--- config.mk ---
export PLATFORM = sky130hd
export DESIGN_NAME = id_ex_stage_flat
export DESIGN_NICKNAME = d
export VERILOG_FILES = /design/src/rtl/id_ex_stage_if.sv /design/src/rtl/id_ex_stage.sv /design/src/flat_wrapper.sv
export SDC_FILE = /design/constraint.sdc
export NUM_CORES = 1
export LEC_CHECK = 0
export CAP_MARGIN = 30
export CORE_ASPECT_RATIO = 0.7
export CORE_MARGIN = 2
export CORE_UTILIZATION = 43
export DETAILED_ROUTE_END_ITERATION = 10
export PLACE_DENSITY = 0.81
export SYNTH_ARGS = -nofsm -noshare
export SYNTH_HDL_FRONTEND = slang
export SYNTH_SLANG_ARGS = --single-unit
--- constraint.sdc ---
create_clock -name clk -period 2.34 [get_ports clk]
set_clock_uncertainty 0.1 [all_clocks]
set_input_delay 0.585 -clock clk [delete_from_list [all_inputs] [get_ports clk]]
set_output_delay 0.585 -clock clk [all_outputs]
set_load 0.05 [all_outputs]
--- src/rtl/id_ex_stage_if.sv ---
// rtl/id_ex_stage_if.sv - ID->EX stage bundle: decode fields in, EX register copies and stall out
interface id_ex_stage_if #(
    parameter int CTRL_W = 8
);
    logic              id_valid;
    logic [31:0]       id_pc;
    logic [4:0]        id_rs1Addr;
    logic [4:0]        id_rs2Addr;
    logic [4:0]        id_rdAddr;
    logic              id_usesRs1;
    logic              id_usesRs2;
    logic [31:0]       rs1Data;
    logic [31:0]       rs2Data;
    logic [31:0]       id_imm;
    logic [CTRL_W-1:0] id_ctrl;
    logic              id_MemRead;
    logic              id_MemWrite;
    logic              id_RegWrite;
    logic              flush;
    logic              ex_ready;

    logic              ex_valid;
    logic [31:0]       ex_pc;
    logic [31:0]       ex_rs1Data;
    logic [31:0]       ex_rs2Data;
    logic [31:0]       ex_imm;
    logic [4:0]        ex_rs1Addr;
    logic [4:0]        ex_rs2Addr;
    logic [4:0]        ex_rdAddr;
    logic [CTRL_W-1:0] ex_ctrl;
    logic              ex_MemRead;
    logic              ex_MemWrite;
    logic              ex_RegWrite;
    logic              stall;

    modport master (
        output id_valid, id_pc, id_rs1Addr, id_rs2Addr, id_rdAddr, id_usesRs1, id_usesRs2,
               rs1Data, rs2Data, id_imm, id_ctrl, id_MemRead, id_MemWrite, id_RegWrite,
               flush, ex_ready,
        input  ex_valid, ex_pc, ex_rs1Data, ex_rs2Data, ex_imm, ex_rs1Addr, ex_rs2Addr,
               ex_rdAddr, ex_ctrl, ex_MemRead, ex_MemWrite, ex_RegWrite, stall
    );

    modport slave (
        input  id_valid, id_pc, id_rs1Addr, id_rs2Addr, id_rdAddr, id_usesRs1, id_usesRs2,
               rs1Data, rs2Data, id_imm, id_ctrl, id_MemRead, id_MemWrite, id_RegWrite,
               flush, ex_ready,
        output ex_valid, ex_pc, ex_rs1Data, ex_rs2Data, ex_imm, ex_rs1Addr, ex_rs2Addr,
               ex_rdAddr, ex_ctrl, ex_MemRead, ex_MemWrite, ex_RegWrite, stall
    );
endinterface

--- src/rtl/id_ex_stage.sv ---
// rtl/id_ex_stage.sv - ID->EX pipeline register with load-use stall; ID_EX_PERF_EN adds perf counters
module id_ex_stage #(
    parameter int CTRL_W = 8
`ifdef ID_EX_PERF_EN
    ,
    parameter int CNT_W  = 32
`endif
) (
    input  logic             clk,
    input  logic             rst_n,
    id_ex_stage_if.slave     bus
`ifdef ID_EX_PERF_EN
    ,
    output logic [CNT_W-1:0] stallCycles,
    output logic [CNT_W-1:0] bubbleCount
`endif
);
    logic rs1_hit;
    logic rs2_hit;
    logic hazard;
    logic bubble;

    assign rs1_hit = bus.id_usesRs1 && (bus.id_rs1Addr == bus.ex_rdAddr);
    assign rs2_hit = bus.id_usesRs2 && (bus.id_rs2Addr == bus.ex_rdAddr);
    assign hazard  = bus.ex_valid && bus.ex_MemRead && (bus.ex_rdAddr != 5'd0) &&
                     bus.id_valid && (rs1_hit || rs2_hit);
    // A flushed ID instruction is dead, so it must not hold the front end.
    assign bus.stall = !bus.ex_ready || (hazard && !bus.flush);
    assign bubble    = bus.flush || hazard;

    always_ff @(posedge clk) begin
        if (!rst_n || (bus.ex_ready && bubble)) begin
            bus.ex_valid    <= 1'b0;
            bus.ex_pc       <= 32'd0;
            bus.ex_rs1Data  <= 32'd0;
            bus.ex_rs2Data  <= 32'd0;
            bus.ex_imm      <= 32'd0;
            bus.ex_rs1Addr  <= 5'd0;
            bus.ex_rs2Addr  <= 5'd0;
            bus.ex_rdAddr   <= 5'd0;
            bus.ex_ctrl     <= {CTRL_W{1'b0}};
            bus.ex_MemRead  <= 1'b0;
            bus.ex_MemWrite <= 1'b0;
            bus.ex_RegWrite <= 1'b0;
        end else if (bus.ex_ready) begin
            bus.ex_valid    <= bus.id_valid;
            bus.ex_pc       <= bus.id_pc;
            bus.ex_rs1Data  <= bus.rs1Data;
            bus.ex_rs2Data  <= bus.rs2Data;
            bus.ex_imm      <= bus.id_imm;
            bus.ex_rs1Addr  <= bus.id_rs1Addr;
            bus.ex_rs2Addr  <= bus.id_rs2Addr;
            bus.ex_rdAddr   <= bus.id_rdAddr;
            bus.ex_ctrl     <= bus.id_valid ? bus.id_ctrl : {CTRL_W{1'b0}};
            bus.ex_MemRead  <= bus.id_valid && bus.id_MemRead;
            bus.ex_MemWrite <= bus.id_valid && bus.id_MemWrite;
            bus.ex_RegWrite <= bus.id_valid && bus.id_RegWrite;
        end
    end

`ifdef ID_EX_PERF_EN
    always_ff @(posedge clk) begin
        if (!rst_n) begin
            stallCycles <= {CNT_W{1'b0}};
            bubbleCount <= {CNT_W{1'b0}};
        end else begin
            if (bus.stall && (stallCycles != {CNT_W{1'b1}}))
                stallCycles <= stallCycles + 1'b1;
            if (bus.ex_ready && bubble && (bubbleCount != {CNT_W{1'b1}}))
                bubbleCount <= bubbleCount + 1'b1;
        end
    end
`endif
endmodule
--- src/flat_wrapper.sv ---
// flat-port wrapper written by rule: the top's interface ports become plain ports
module id_ex_stage_flat 
#(
    parameter int CTRL_W = 8

)
  (clk, rst_n, bus_id_valid, bus_id_pc, bus_id_rs1Addr, bus_id_rs2Addr, bus_id_rdAddr, bus_id_usesRs1, bus_id_usesRs2, bus_rs1Data, bus_rs2Data, bus_id_imm, bus_id_ctrl, bus_id_MemRead, bus_id_MemWrite, bus_id_RegWrite, bus_flush, bus_ex_ready, bus_ex_valid, bus_ex_pc, bus_ex_rs1Data, bus_ex_rs2Data, bus_ex_imm, bus_ex_rs1Addr, bus_ex_rs2Addr, bus_ex_rdAddr, bus_ex_ctrl, bus_ex_MemRead, bus_ex_MemWrite, bus_ex_RegWrite, bus_stall);
  id_ex_stage_if #(.CTRL_W(CTRL_W)) bus_i ();
  input  logic clk;
  input  logic rst_n;
  input wire logic [$bits(bus_i.id_valid)-1:0] bus_id_valid;
  input wire logic [$bits(bus_i.id_pc)-1:0] bus_id_pc;
  input wire logic [$bits(bus_i.id_rs1Addr)-1:0] bus_id_rs1Addr;
  input wire logic [$bits(bus_i.id_rs2Addr)-1:0] bus_id_rs2Addr;
  input wire logic [$bits(bus_i.id_rdAddr)-1:0] bus_id_rdAddr;
  input wire logic [$bits(bus_i.id_usesRs1)-1:0] bus_id_usesRs1;
  input wire logic [$bits(bus_i.id_usesRs2)-1:0] bus_id_usesRs2;
  input wire logic [$bits(bus_i.rs1Data)-1:0] bus_rs1Data;
  input wire logic [$bits(bus_i.rs2Data)-1:0] bus_rs2Data;
  input wire logic [$bits(bus_i.id_imm)-1:0] bus_id_imm;
  input wire logic [$bits(bus_i.id_ctrl)-1:0] bus_id_ctrl;
  input wire logic [$bits(bus_i.id_MemRead)-1:0] bus_id_MemRead;
  input wire logic [$bits(bus_i.id_MemWrite)-1:0] bus_id_MemWrite;
  input wire logic [$bits(bus_i.id_RegWrite)-1:0] bus_id_RegWrite;
  input wire logic [$bits(bus_i.flush)-1:0] bus_flush;
  input wire logic [$bits(bus_i.ex_ready)-1:0] bus_ex_ready;
  output wire logic [$bits(bus_i.ex_valid)-1:0] bus_ex_valid;
  output wire logic [$bits(bus_i.ex_pc)-1:0] bus_ex_pc;
  output wire logic [$bits(bus_i.ex_rs1Data)-1:0] bus_ex_rs1Data;
  output wire logic [$bits(bus_i.ex_rs2Data)-1:0] bus_ex_rs2Data;
  output wire logic [$bits(bus_i.ex_imm)-1:0] bus_ex_imm;
  output wire logic [$bits(bus_i.ex_rs1Addr)-1:0] bus_ex_rs1Addr;
  output wire logic [$bits(bus_i.ex_rs2Addr)-1:0] bus_ex_rs2Addr;
  output wire logic [$bits(bus_i.ex_rdAddr)-1:0] bus_ex_rdAddr;
  output wire logic [$bits(bus_i.ex_ctrl)-1:0] bus_ex_ctrl;
  output wire logic [$bits(bus_i.ex_MemRead)-1:0] bus_ex_MemRead;
  output wire logic [$bits(bus_i.ex_MemWrite)-1:0] bus_ex_MemWrite;
  output wire logic [$bits(bus_i.ex_RegWrite)-1:0] bus_ex_RegWrite;
  output wire logic [$bits(bus_i.stall)-1:0] bus_stall;
  assign bus_i.id_valid = bus_id_valid;
  assign bus_i.id_pc = bus_id_pc;
  assign bus_i.id_rs1Addr = bus_id_rs1Addr;
  assign bus_i.id_rs2Addr = bus_id_rs2Addr;
  assign bus_i.id_rdAddr = bus_id_rdAddr;
  assign bus_i.id_usesRs1 = bus_id_usesRs1;
  assign bus_i.id_usesRs2 = bus_id_usesRs2;
  assign bus_i.rs1Data = bus_rs1Data;
  assign bus_i.rs2Data = bus_rs2Data;
  assign bus_i.id_imm = bus_id_imm;
  assign bus_i.id_ctrl = bus_id_ctrl;
  assign bus_i.id_MemRead = bus_id_MemRead;
  assign bus_i.id_MemWrite = bus_id_MemWrite;
  assign bus_i.id_RegWrite = bus_id_RegWrite;
  assign bus_i.flush = bus_flush;
  assign bus_i.ex_ready = bus_ex_ready;
  assign bus_ex_valid = bus_i.ex_valid;
  assign bus_ex_pc = bus_i.ex_pc;
  assign bus_ex_rs1Data = bus_i.ex_rs1Data;
  assign bus_ex_rs2Data = bus_i.ex_rs2Data;
  assign bus_ex_imm = bus_i.ex_imm;
  assign bus_ex_rs1Addr = bus_i.ex_rs1Addr;
  assign bus_ex_rs2Addr = bus_i.ex_rs2Addr;
  assign bus_ex_rdAddr = bus_i.ex_rdAddr;
  assign bus_ex_ctrl = bus_i.ex_ctrl;
  assign bus_ex_MemRead = bus_i.ex_MemRead;
  assign bus_ex_MemWrite = bus_i.ex_MemWrite;
  assign bus_ex_RegWrite = bus_i.ex_RegWrite;
  assign bus_stall = bus_i.stall;
  id_ex_stage #(.CTRL_W(CTRL_W)) u_core (.clk(clk), .rst_n(rst_n), .bus(bus_i));
endmodule
# == Word-level counts from Yosys, hierarchy flattened ==
# Cells that the tools add are included.
# word_totals
regBits,155
inputBits,161
out_inout_bits,156
elab_cells,34
# classes
eq_ne,2
n_mux,1
n_reduce_logical,19
# ops
cell,count
logical AND 1 bit,11
== test 5 bit,2
two-way mux 8 bit,1
nonzero test 5 bit,1
logical OR 1 bit,4
zero test 1 bit,3

# == Longest topological paths before layout ==
# depth
ltp_word,7
depth_mapped,6

# == Worst setup path before layout ==
# No wires, ideal clock.
# synth_timing
path_type,reg-to-output
from,register u_core.bus.ex_rdAddr[3] in the netlist's numbering
to,output bus_stall
t_arrival_ns,2.508
required_ns,1.655
setup_slack_ns,-0.853
stages_incl_launch_ff,5
cell_sequence,dfxtp_1 xor2_1 nor4_1 a22oi_1 o31ai_1
# synth_via
elab_chain_cells,6
word_cells_on_any_way,11
# synth_lines
element,line,text
start: declaration,id_ex_stage_if.sv:49,"ex_rdAddr, ex_ctrl, ex_MemRead, ex_MemWrite, ex_RegWrite, stall"
start signal: assignment,id_ex_stage.sv:53,bus.ex_rdAddr <= bus.id_rdAddr;
"== test 5 bit, or another cell as far along",id_ex_stage.sv:23,assign rs1_hit = bus.id_usesRs1 && (bus.id_rs1Addr == bus.ex_rdAddr);
logical AND 1 bit (on tied branches),"id_ex_stage.sv:23, id_ex_stage.sv:24, id_ex_stage.sv:25",
logical OR 1 bit / logical AND 1 bit (equally long branches),"id_ex_stage.sv:26, id_ex_stage.sv:25",
logical AND 1 bit (*),id_ex_stage.sv:26,bus.id_valid && (rs1_hit || rs2_hit);
logical AND 1 bit (*),id_ex_stage.sv:28,assign bus.stall = !bus.ex_ready || (hazard && !bus.flush);
logical OR 1 bit (*),id_ex_stage.sv:28,
end: declaration,flat_wrapper.sv:39,output wire logic [$bits(bus_i.stall)-1:0] bus_stall;
# Mark *: on every way between the ends. The rest lies on a longest branch, timed or not.

# == Final worst setup path ==
# layout_timing
from,input bus_id_rs2Addr[1]
to,output bus_stall
# layout_via
elab_chain_cells,6
# layout_lines
element,line,text
start: declaration,flat_wrapper.sv:14,input wire logic [$bits(bus_i.id_rs2Addr)-1:0] bus_id_rs2Addr;
== test 5 bit,id_ex_stage.sv:24,assign rs2_hit = bus.id_usesRs2 && (bus.id_rs2Addr == bus.ex_rdAddr);
logical AND 1 bit,id_ex_stage.sv:24,
logical OR 1 bit,id_ex_stage.sv:26,
logical AND 1 bit,id_ex_stage.sv:26,
logical AND 1 bit,id_ex_stage.sv:28,
logical OR 1 bit,id_ex_stage.sv:28,
# No other way between the ends.

==> results.md <==
* Syn-to-layout area delta at 58.4%
* Clk pwr share at 36.6%
* Internal at 5.27 mW
* Max IR drop VDD at 471 uV
* Max-Cap Viols at 0
* Post-detailed-route DRC marker count at 0
* Setup Viol. Count Final at 1
* Deepest clock path buffer count at 2
* Number of routed nets with antenna violations at 0
* Most frequent cells in the layout: sky130_fd_sc_hd__clkdlybuf4s50_1, sky130_fd_sc_hd__nand2_1, sky130_fd_sc_hd__a21oi_2, sky130_fd_sc_hd__dfxtp_1, sky130_fd_sc_hd__mux2_2
* Switching pwr at 2.36 mW
* Highest metal used: met4
* Area of the die at 18,300 um^2
* Data required time of the critical path at 1.65 ns
* Die outline height at 114 um
* Via/cell ratio at 4.89
* Met2 routed wirelength at 9710 um
* Shortest period the worst path allows at 2.63 ns
* Biggest fanout along the worst timing path at 2
* Vias in the first global route at 6,258
* Leftover overflow at the end of global routing at 0
* Seq/Total Area, Yosys at 41.9%
* Min-delay src: u_core.bus.ex_rs2Data[21]
* Async set-reset flop share out of synthesis at 0%
* Clk root buf: sky130_fd_sc_hd__clkbuf_16
* Cell with the largest stage delay on the worst path: sky130_fd_sc_hd__nor4_4
* Per-cell routed wire length at 16.6 um
* Initial standard-cell utilization of the core at 43.5%
* Combinational power share at 25.8%
* Post-synthesis xor/xnor area fraction at 1.18%
* Worst Hold Path Cells at 3
* Chip width at 161 um
* Share of power burned in registers at 37.6%
* Length of routed wiring on met1 at 8840 um
* Crit path launch type: primary input
* Synth Area in Simple Gates at 8.42%
* Start-to-end type of the worst setup path: primary input to output pin
* Fraction of power spent switching nets at 30.9%
* Measured slew at the worst slew-check pin at 0.568 ns
* Share of synthesized area spent on multiplexers at 21.8%
* Average footprint of a synthesized cell at 10.4 um^2
* Clock tree sinks at 155
* Max Freq at 380 MHz
* Violations in the final reports: negative setup slack
* Worst setup margin at -0.290 ns
* Reg-to-reg critical path endpoint: u_core.bus.ex_rs1Data[15]
* Share of the synthesized area in the top cell type at 41.9%
* Post-route clock period utilization at 112%
* Post-synth EDFFs at 0
* Leading cell type in the layout, fill and taps excluded: sky130_fd_sc_hd__clkdlybuf4s50_1
* GP Congestion at 0.792
* Arithmetic-cell share of the synthesized area counting full adders, half adders and majority gates at 0%
* Final-report hold violation count at 0
* Commonest register cell after synthesis: sky130_fd_sc_hd__dfxtp_1
* Slowest Stage Delay on Critical Path at 0.32 ns
* Post-Syn Instances at 712
* Result of the run: finished, violations left
* DR WL met3 at 1920 um
* Total Negative Setup Slacks at -0.290 ns
* I/O pins at 317
* Register-to-Register Path Depth at 8
* Syn_nets at 873
* Number of register bits inferred by synthesis at 155
* Core region area at 17,000 um^2
* First-pass GRT wire length at 32,900 um
* Main combinational cell family by area after synthesis: multiplexers
* Detailed-router iteration count before antenna repair at 4
* Dominant cell type by area after synthesis: sky130_fd_sc_hd__dfxtp_1
* Area of the mapped netlist at 7400 um^2
* Total Wirelength at 21,000 um
* DP Wirelength at 14,900 um
* Max-slew headroom at 62.1%
* Leak pwr at 4.47 nW
* Via count at 6,203
* Clock-pin slew reported for the worst setup and hold paths after clock tree synthesis at 0.06 ns
* Overall fraction of global-route tracks in use at 22.7%
* Unrepaired setup endpoints after global routing: yes
* Final core area utilization at 68.9%
* Crit path arrival time at 1.95 ns
* Number of rows in the core area at 40
* Critical path endpoint category: output pin
* Compound-gate portion of the synthesized area at 20.1%
* Synth top area cells: sky130_fd_sc_hd__dfxtp_1, sky130_fd_sc_hd__mux2_2, sky130_fd_sc_hd__a21oi_2
* Endpoint with the worst hold slack: u_core.bus.ex_rs2Data[21]
* 1st-iter DRT viols at 229
* Type of the worst min-delay path: flop to flop
* Fraction of layout cells with a size suffix above 1 at 37.3%
* Critical path, cell by cell: clkdlybuf4s15_1, xor2_1, nor4_4, buf_4, a22oi_2, o31ai_4, buf_12
* H-tree levels at 4
* TritonCTS Buffers at 17
* Reg-to-reg startpoint: u_core.bus.ex_rdAddr[4]
* TritonCTS clock tree: built
* Final count of pins violating max slew at 0
* Yosys warns at 0
* IO buf count at 316
* Clk_lat worst skew at 0.41 ns
* Hold slack final at 0.527 ns
* Cell variety after synth at 25
* Initial antenna violation count at 0
* Dpl ws at -0.797 ns
* Total number of nets in the final design at 1,186
* N_diodes at 0
* Power per Cell Area at 652 nW/um^2
* Pin count of the biggest net entering global routing at 102
* Worst reg-to-reg setup slack at 0.24 ns
-- metrics by stage --
stage / cell area [um^2] / power [mW] / instances
2_1_floorplan: 7420 / 4.12 / 712
3_3_place_gp: 11100 / 4.88 / 1236
3_5_place_dp: 11100 / 4.90 / 1236
4_1_cts: 11700 / 7.71 / 1269
5_1_grt: 11700 / 7.95 / 1269
6_report: 11700 / 7.64 / 1269
-- per-layer routing --
metal	vias up	track usage, %
met5	-	0
met4	0	8.39
met3	37	9.31
met2	222	37.7
met1	2864	26.6
li1	3080	-
-- flip-flops by register name, indices dropped and copies added, names as in the netlist --
name / cells
u_core.bus.ex_rs2Addr: 5
u_core.bus.ex_pc: 32
u_core.bus.ex_MemWrite: 1
u_core.bus.ex_rs1Data: 32
u_core.bus.ex_rdAddr: 5
u_core.bus.ex_valid: 1
u_core.bus.ex_imm: 32
u_core.bus.ex_ctrl: 8
u_core.bus.ex_rs2Data: 32
u_core.bus.ex_RegWrite: 1
u_core.bus.ex_rs1Addr: 5
u_core.bus.ex_MemRead: 1
-- synth_stat cells (2+ instances only) --
library cell / number
sky130_fd_sc_hd__nor4_1: 2
sky130_fd_sc_hd__mux2_1: 5
sky130_fd_sc_hd__clkbuf_1: 21
sky130_fd_sc_hd__buf_2: 12
sky130_fd_sc_hd__xnor2_1: 2
sky130_fd_sc_hd__buf_1: 4
sky130_fd_sc_hd__a21oi_2: 151
sky130_fd_sc_hd__a22o_1: 11
sky130_fd_sc_hd__dfxtp_1: 155
sky130_fd_sc_hd__mux2_2: 138
sky130_fd_sc_hd__xor2_1: 8
sky130_fd_sc_hd__buf_4: 10
sky130_fd_sc_hd__buf_6: 22
sky130_fd_sc_hd__and2_1: 3
sky130_fd_sc_hd__a21oi_1: 5
sky130_fd_sc_hd__nand2_1: 154
-- timing repair --
action                                  4_1_cts  5_1_grt
hold buffers                                  0        0
pin swaps                                     5        1
endpoints found under the setup margin      140        4
gates resized for setup                      23        3
setup buffers                                 1        0
-- power groups by stage --
stage	combinational (mW)	sequential [mW]	clock, mW
3_5_place_dp	1.97	2.93	0
5_1_grt	2.08	2.89	2.98
3_3_place_gp	1.96	2.92	0
2_1_floorplan	0.681	3.44	0
6_report	1.97	2.87	2.80
4_1_cts	1.98	2.87	2.86
-- logic make-up (layout without fill, tap and decap cells) --
group | Yosys count | in the layout
XOR/XNOR | 10 | 10
AO/OA/AOI/OAI | 172 | 172
buffers and inverters | 71 | 397
AND/OR/NAND/NOR | 161 | 161
multiplexers | 143 | 143
flip-flops | 155 | 155
-- how the worst max path moves through the flow --
stage / from / endpoint / slack [ns] / cells past startpoint
finish: bus_id_rs2Addr[1] / bus_stall / -0.29 / 7
global route: u_core.bus.ex_rdAddr[0] / bus_stall / -0.35 / 6
CTS: u_core.bus.ex_rdAddr[0] / bus_stall / -0.31 / 6
detailed placement: bus_id_rs2Addr[2] / bus_stall / -0.80 / 7
global placement: bus_id_rs2Addr[2] / bus_stall / -0.80 / 7
floorplan: bus_id_rs1Addr[3] / bus_stall / -0.13 / 4
-- cell type report --
class / instances / area, um^2
Fill cell: 1350 / 5300
Multi-Input combinational cell: 486 / 3880
Timing Repair Buffer: 363 / 3840
Sequential cell: 155 / 3110
Clock buffer: 18 / 429
Tap cell: 231 / 289
Clock inverter: 14 / 163
Inverter: 2 / 7.51
-- critical path, delay by kind of cell --
| kind | cells | cell delay [ns] |
|---|---|---|
| simple gates | 1 | 0.32 |
| buf+inv | 3 | 0.55 |
| xor+xnor | 1 | 0.21 |
| compound gates | 2 | 0.28 |
(Power assumes the default switching activity.)
